## config.mk

```make
export PLATFORM = sky130hd
export DESIGN_NAME = regbank_trace_encoder
export DESIGN_NICKNAME = d
export VERILOG_FILES = /design/src/rtl/regbank_trace_encoder_pkg.sv /design/src/rtl/regbank_index_encode.sv /design/src/rtl/regbank_trace_encoder.sv
export SDC_FILE = /design/constraint.sdc
export NUM_CORES = 1
export LEC_CHECK = 0
export BUFFER_PORTS_ARGS = -buffer_cell sky130_fd_sc_hd__buf_4
export CORE_ASPECT_RATIO = 1.5
export CORE_MARGIN = 1.5
export CORE_UTILIZATION = 35
export CTS_CLUSTER_DIAMETER = 200
export DETAILED_ROUTE_END_ITERATION = 12
export MAX_ROUTING_LAYER = met4
export SYNTH_ARGS = -nofsm -noshare
export SYNTH_HDL_FRONTEND = slang
export SYNTH_SLANG_ARGS = --single-unit
export TNS_END_PERCENT = 50
```

## constraint.sdc

```tcl
create_clock -name clk -period 14.05 [get_ports clk]
set_clock_uncertainty 0.05 [all_clocks]
set_input_delay 4.215 -clock clk [delete_from_list [all_inputs] [get_ports clk]]
set_output_delay 4.215 -clock clk [all_outputs]
set_load 0.01 [all_outputs]
```

## src/rtl/regbank_trace_encoder_pkg.sv

```systemverilog
// Shared register-bank definitions: bank classes, banked physical indices,
// and the trace FIFO entry layout.
package regbank_trace_encoder_pkg;

  typedef enum logic [2:0] {
    BANK_SHARED = 3'd0,
    BANK_USR    = 3'd1,
    BANK_FIQ    = 3'd2,
    BANK_IRQ    = 3'd3,
    BANK_SVC    = 3'd4,
    BANK_ABT    = 3'd5,
    BANK_UND    = 3'd6,
    BANK_RZ     = 3'd7
  } bank_mode_e;

  localparam logic [4:0] R16_IDX = 5'd16;
  localparam logic [4:0] R18_IDX = 5'd18;
  localparam logic [4:0] R20_IDX = 5'd20;
  localparam logic [4:0] R22_IDX = 5'd22;
  localparam logic [4:0] R24_IDX = 5'd24;
  localparam logic [4:0] RZ_IDX  = 5'd31;

  typedef struct packed {
    logic [4:0]  idx;
    bank_mode_e  mode;
    logic [3:0]  areg;
    logic [31:0] data;
    logic        err;
  } trace_entry_t;

endpackage

```

## src/rtl/regbank_index_encode.sv

```systemverilog
// One-hot write-back select -> physical index, bank class and architectural
// register; non-one-hot selects decode from the lowest set bit and flag err.
module regbank_index_encode
  import regbank_trace_encoder_pkg::*;
(
  input  logic [31:0] WA3W,
  output logic [4:0]  idx,
  output bank_mode_e  mode,
  output logic [3:0]  areg,
  output logic        err
);

  logic found;

  always_comb begin
    idx   = '0;
    found = 1'b0;
    for (int unsigned i = 0; i < 32; i++) begin
      if (WA3W[i] && !found) begin
        idx   = 5'(i);
        found = 1'b1;
      end
    end

    err = (WA3W == '0) || ((WA3W & (WA3W - 32'd1)) != '0);

    // Banked pairs 16..23 all map onto R13/R14; the low index bit picks which.
    mode = BANK_SHARED;
    areg = idx[3:0];
    if (idx >= RZ_IDX) begin
      mode = BANK_RZ;
      areg = 4'd15;
    end else if (idx >= R24_IDX) begin
      mode = BANK_FIQ;
      areg = 4'(idx - 5'd16);
    end else if (idx >= R22_IDX) begin
      mode = BANK_IRQ;
      areg = 4'd13 + 4'(idx[0]);
    end else if (idx >= R20_IDX) begin
      mode = BANK_UND;
      areg = 4'd13 + 4'(idx[0]);
    end else if (idx >= R18_IDX) begin
      mode = BANK_ABT;
      areg = 4'd13 + 4'(idx[0]);
    end else if (idx >= R16_IDX) begin
      mode = BANK_SVC;
      areg = 4'd13 + 4'(idx[0]);
    end else if (idx >= 5'd8 && idx <= 5'd14) begin
      mode = BANK_USR;
    end
  end

endmodule

```

## src/rtl/regbank_trace_encoder.sv

```systemverilog
// Captures register write-backs into an in-order trace FIFO and keeps
// overflow / drop statistics for captures lost to a full FIFO.
module regbank_trace_encoder
  import regbank_trace_encoder_pkg::*;
#(
  parameter int DEPTH = 4
) (
  input  logic        clk,
  input  logic        reset_n,
  input  logic        RegWriteW,
  input  logic [31:0] WA3W,
  input  logic [31:0] WD3W,
  input  logic        trace_en,
  input  logic        clear_stats,
  output logic        trace_valid,
  input  logic        trace_ready,
  output logic [4:0]  trace_idx,
  output logic [2:0]  trace_mode,
  output logic [3:0]  trace_areg,
  output logic [31:0] trace_data,
  output logic        trace_err,
  output logic        overflow,
  output logic [7:0]  drop_count
);

  localparam int PTR_W = $clog2(DEPTH);
  localparam int CNT_W = PTR_W + 1;
  localparam logic [CNT_W-1:0] FULL_CNT = CNT_W'(DEPTH);

  trace_entry_t     mem [DEPTH];
  logic [PTR_W-1:0] wr_ptr, rd_ptr;
  logic [CNT_W-1:0] count;

  logic [4:0]  enc_idx;
  bank_mode_e  enc_mode;
  logic [3:0]  enc_areg;
  logic        enc_err;
  logic        push_req, push_ok, pop, drop;
  trace_entry_t head;

  regbank_index_encode u_encode (
    .WA3W (WA3W),
    .idx  (enc_idx),
    .mode (enc_mode),
    .areg (enc_areg),
    .err  (enc_err)
  );

  // Pop is judged on registered occupancy, so a fresh push is never popped
  // in the cycle it is written.
  assign trace_valid = (count != '0);
  assign pop         = trace_valid && trace_ready;
  assign push_req    = RegWriteW && trace_en;
  assign push_ok     = push_req && ((count < FULL_CNT) || pop);
  assign drop        = push_req && !push_ok;

  always_ff @(posedge clk) begin
    if (!reset_n) begin
      wr_ptr <= '0;
      rd_ptr <= '0;
      count  <= '0;
      for (int unsigned i = 0; i < DEPTH; i++) mem[i] <= '0;
    end else begin
      if (push_ok) begin
        mem[wr_ptr] <= '{idx: enc_idx, mode: enc_mode, areg: enc_areg,
                         data: WD3W, err: enc_err};
        wr_ptr <= wr_ptr + 1'b1;
      end
      if (pop) rd_ptr <= rd_ptr + 1'b1;
      case ({push_ok, pop})
        2'b10:   count <= count + 1'b1;
        2'b01:   count <= count - 1'b1;
        default: count <= count;
      endcase
    end
  end

  always_ff @(posedge clk) begin
    if (!reset_n) begin
      overflow   <= 1'b0;
      drop_count <= '0;
    end else if (clear_stats) begin
      overflow   <= 1'b0;
      drop_count <= '0;
    end else if (drop) begin
      overflow <= 1'b1;
      if (drop_count != '1) drop_count <= drop_count + 8'd1;
    end
  end

  assign head       = mem[rd_ptr];
  assign trace_idx  = head.idx;
  assign trace_mode = head.mode;
  assign trace_areg = head.areg;
  assign trace_data = head.data;
  assign trace_err  = head.err;

endmodule

```

==> impl_metrics.csv <==
group,metric,value,unit
placement,dp_hpwl,14.6,mm
clock_tree,postCtsSetupRepairBufs,0,
logic_synthesis,ys.flop_type,"edfxtp_1",
global_route,grt_pass1_vias,6281,
pwr,vdd_drop_max,0.0000899,V
global_route,grt_usage,17.2,%
cells_and_area,n_fill_cell,2468,
worst_setup_path,start_kind,"input port",
logic_synthesis,synth-edff-count,180,
floorplanning,fp-row-count,73,
global_route,gr-total-overflow,0,
logic_synthesis,synth-warning-count,0,
drt,drt_pass1_iterations,4,
pwr,leakagePower,0.00418,µW
global_route,grt_first_pass_wirelength,34.6,mm
floorplanning,boundaryPins,125,
logic_synthesis,ys_ff_latch,198,
logic_synthesis,avgSynthCellArea,13.7,µm²
clock_tree,path_clk_slew,70,ps
floorplanning,initial_core_util,35.5,%
timing,min_period,6970,ps
clock_tree,cts_sinks,198,
logic_synthesis,ys_types,63,
drt,viasPerCell,5.23,
clock_tree,cts.htree.levels,4,
pwr,pwr_density_cell,137,nW/µm²
logic_synthesis,synth_seq_area_share,61.3,%
timing,tns,0,ps
floorplanning,fp.coreArea,26500,µm²
clock_tree,cts-root-buf,"clkbuf_16",
floorplanning,dieArea,27900,µm²
drt,remaining_drc_errors,0,
placement,place_area,10700,µm²
cells_and_area,area_delta_synth_final,20.7,%
timing,min_period_over_period,49.6,%
cells_and_area,nets,873,
worst_hold_path,worst_hold_path_type,"reg2reg",
drt,wirelength,22.3,mm
clock_tree,cts_tree,"built",
worst_setup_path,path_class,"in2reg",
timing,finalHoldViolations,0,
worst_setup_path,cp.arrival,7000,ps
worst_setup_path,worstSetupEndpointType,"register",
clock_tree,cts_resized,0,
logic_synthesis,syn_area,9400,µm²
drt,ant_nets,0,
timing,rsz0062_at_grt,"no",
clock_tree,cts_buffers,17,
job,drv_cap,0,
global_route,antenna_found_initial,0,
timing,setup_viol,0,
drt,wl_per_cell,19.4,µm
logic_synthesis,synth_cells,687,
cells_and_area,finish.instance_area,11300,µm²
timing,worstMarginPinSlew,1080,ps
drt,drtIter0Drc,352,
logic_synthesis,async_reset_ff_share,0,%
timing,whs,444,ps
worst_setup_path,crit_path_max_fanout,38,
timing,relSlewSlack,27.9,%
cells_and_area,antenna-diode-count,0,
run_status,status,"finished, final reports clean",
worst_setup_path,worstPathRequired,14080,ps
floorplanning,die_w,137,µm
drt,vias,6012,
placement,io_buffers,124,
global_route,grt_max_degree,50,
cells_and_area,final_layout_size_suffix_gt1_share,28.3,%
clock_tree,holdBufCountCts,0,
timing,clock.fmax,143,MHz
clock_tree,clockBufferDepth,2,
placement,place_congestion,0.866,
clock_tree,clock_latency,430,ps
timing,drv_slew,0,
logic_synthesis,syn-num-nets,760,
floorplanning,die_y,204,µm
worst paths after layout:
path                                            endpoint  slack (ps)                  start  depth (start not counted)
worst max register to register  mem[0][19]$_SDFFCE_PN0P_       10630  count[2]$_SDFFE_PN0P_                          7
worst min register to register     overflow$_SDFFE_PP0P_         440  overflow$_SDFFE_PP0P_                          2
worst max-delay path            mem[0][19]$_SDFFCE_PN0P_        7080            trace_ready                          8
worst min-delay path               overflow$_SDFFE_PP0P_         440  overflow$_SDFFE_PP0P_                          2
metal layers:
layer | up-vias | wire length [µm] | global-route usage [%]
met5 | - | 0 | -
met4 | 0 | 507 | 6.24
met3 | 31 | 992 | 3.21
met2 | 156 | 12300 | 30.6
met1 | 2992 | 8480 | 18.9
li1 | 2833 | - | -
critical path, cell delays in order:
cell and delay, ps:
buf_4 80, nand2b_1 110, nor2b_4 130, buf_4 370, nand2_1 430, or3_1 670, nand2_2 440, buf_4 500
area by class of cell:
cell class                 count  area (µm²)  share of cell area [%]
sequential                   198        5770                    50.9
multi-input combinational    435        3460                    30.5
timing repair buffer         134        1010                    8.87
clock buffer                  19         433                    3.82
tap                          337         422                    3.72
clock inverter                12         201                    1.78
inverter                      14        52.6                   0.463
per-stage QoR:
stage               utilization [%]  setup slack [ps]  std cells  total power, µW
global route                   42.8              6850       1149             1610
floorplan                         -              5720        687              897
global placement               40.4              6650       1118             1040
CTS                            42.8              7050       1149             1570
finish                         42.8              7080       1149             1550
detailed placement             40.4              6600       1118             1040
layout by cell type, fill, tap and decap left out, drive strengths merged, types with 18 or more instances in the layout:
cell / instances
and3: 33
mux4: 45
o21ai: 19
nand2: 26
dfxtp: 18
buf: 134
clkbuf: 19
nor2: 59
edfxtp: 180
a21oi: 24
and2: 105
registers in the layout, indices dropped and copies added (netlist names), named ones only:
signal / flops
mem: 180
drop_count: 8
count: 3
rd_ptr: 2
wr_ptr: 2
overflow: 1
cell usage after synthesis (12+ instances only):
master,number,share of area [%]
mux4_2,45,11
a21oi_1,24,1.3
and3_1,33,2.2
nand2_1,25,1.0
nor2_1,58,2.3
inv_1,14,0.56
clkbuf_1,32,1.3
dfxtp_1,18,3.8
a211oi_1,12,0.96
o21ai_0,17,0.90
and2_1,105,7.0
edfxtp_1,180,57
power breakdown:
| part | switching (µW) | total [µW] | internal [µW] |
|---|---|---|---|
| Combinational | 129 | 296 | 166 |
| Sequential | 46.7 | 724 | 677 |
| Clock | 215 | 530 | 316 |
| Total | 391 | 1550 | 1160 |
cells by family (layout without fill, tap and decap cells):
logic type	after synthesis	count (layout)	synth area share (%)
flops	198	198	61.3
simple gates	282	282	17.1
fa+ha+maj	5	5	0.692
buf+inv	54	179	2.29
compound gates	87	87	6.20
xor+xnor	10	10	0.932
mux	51	51	11.4
Power figures use the tool's default switching activity.
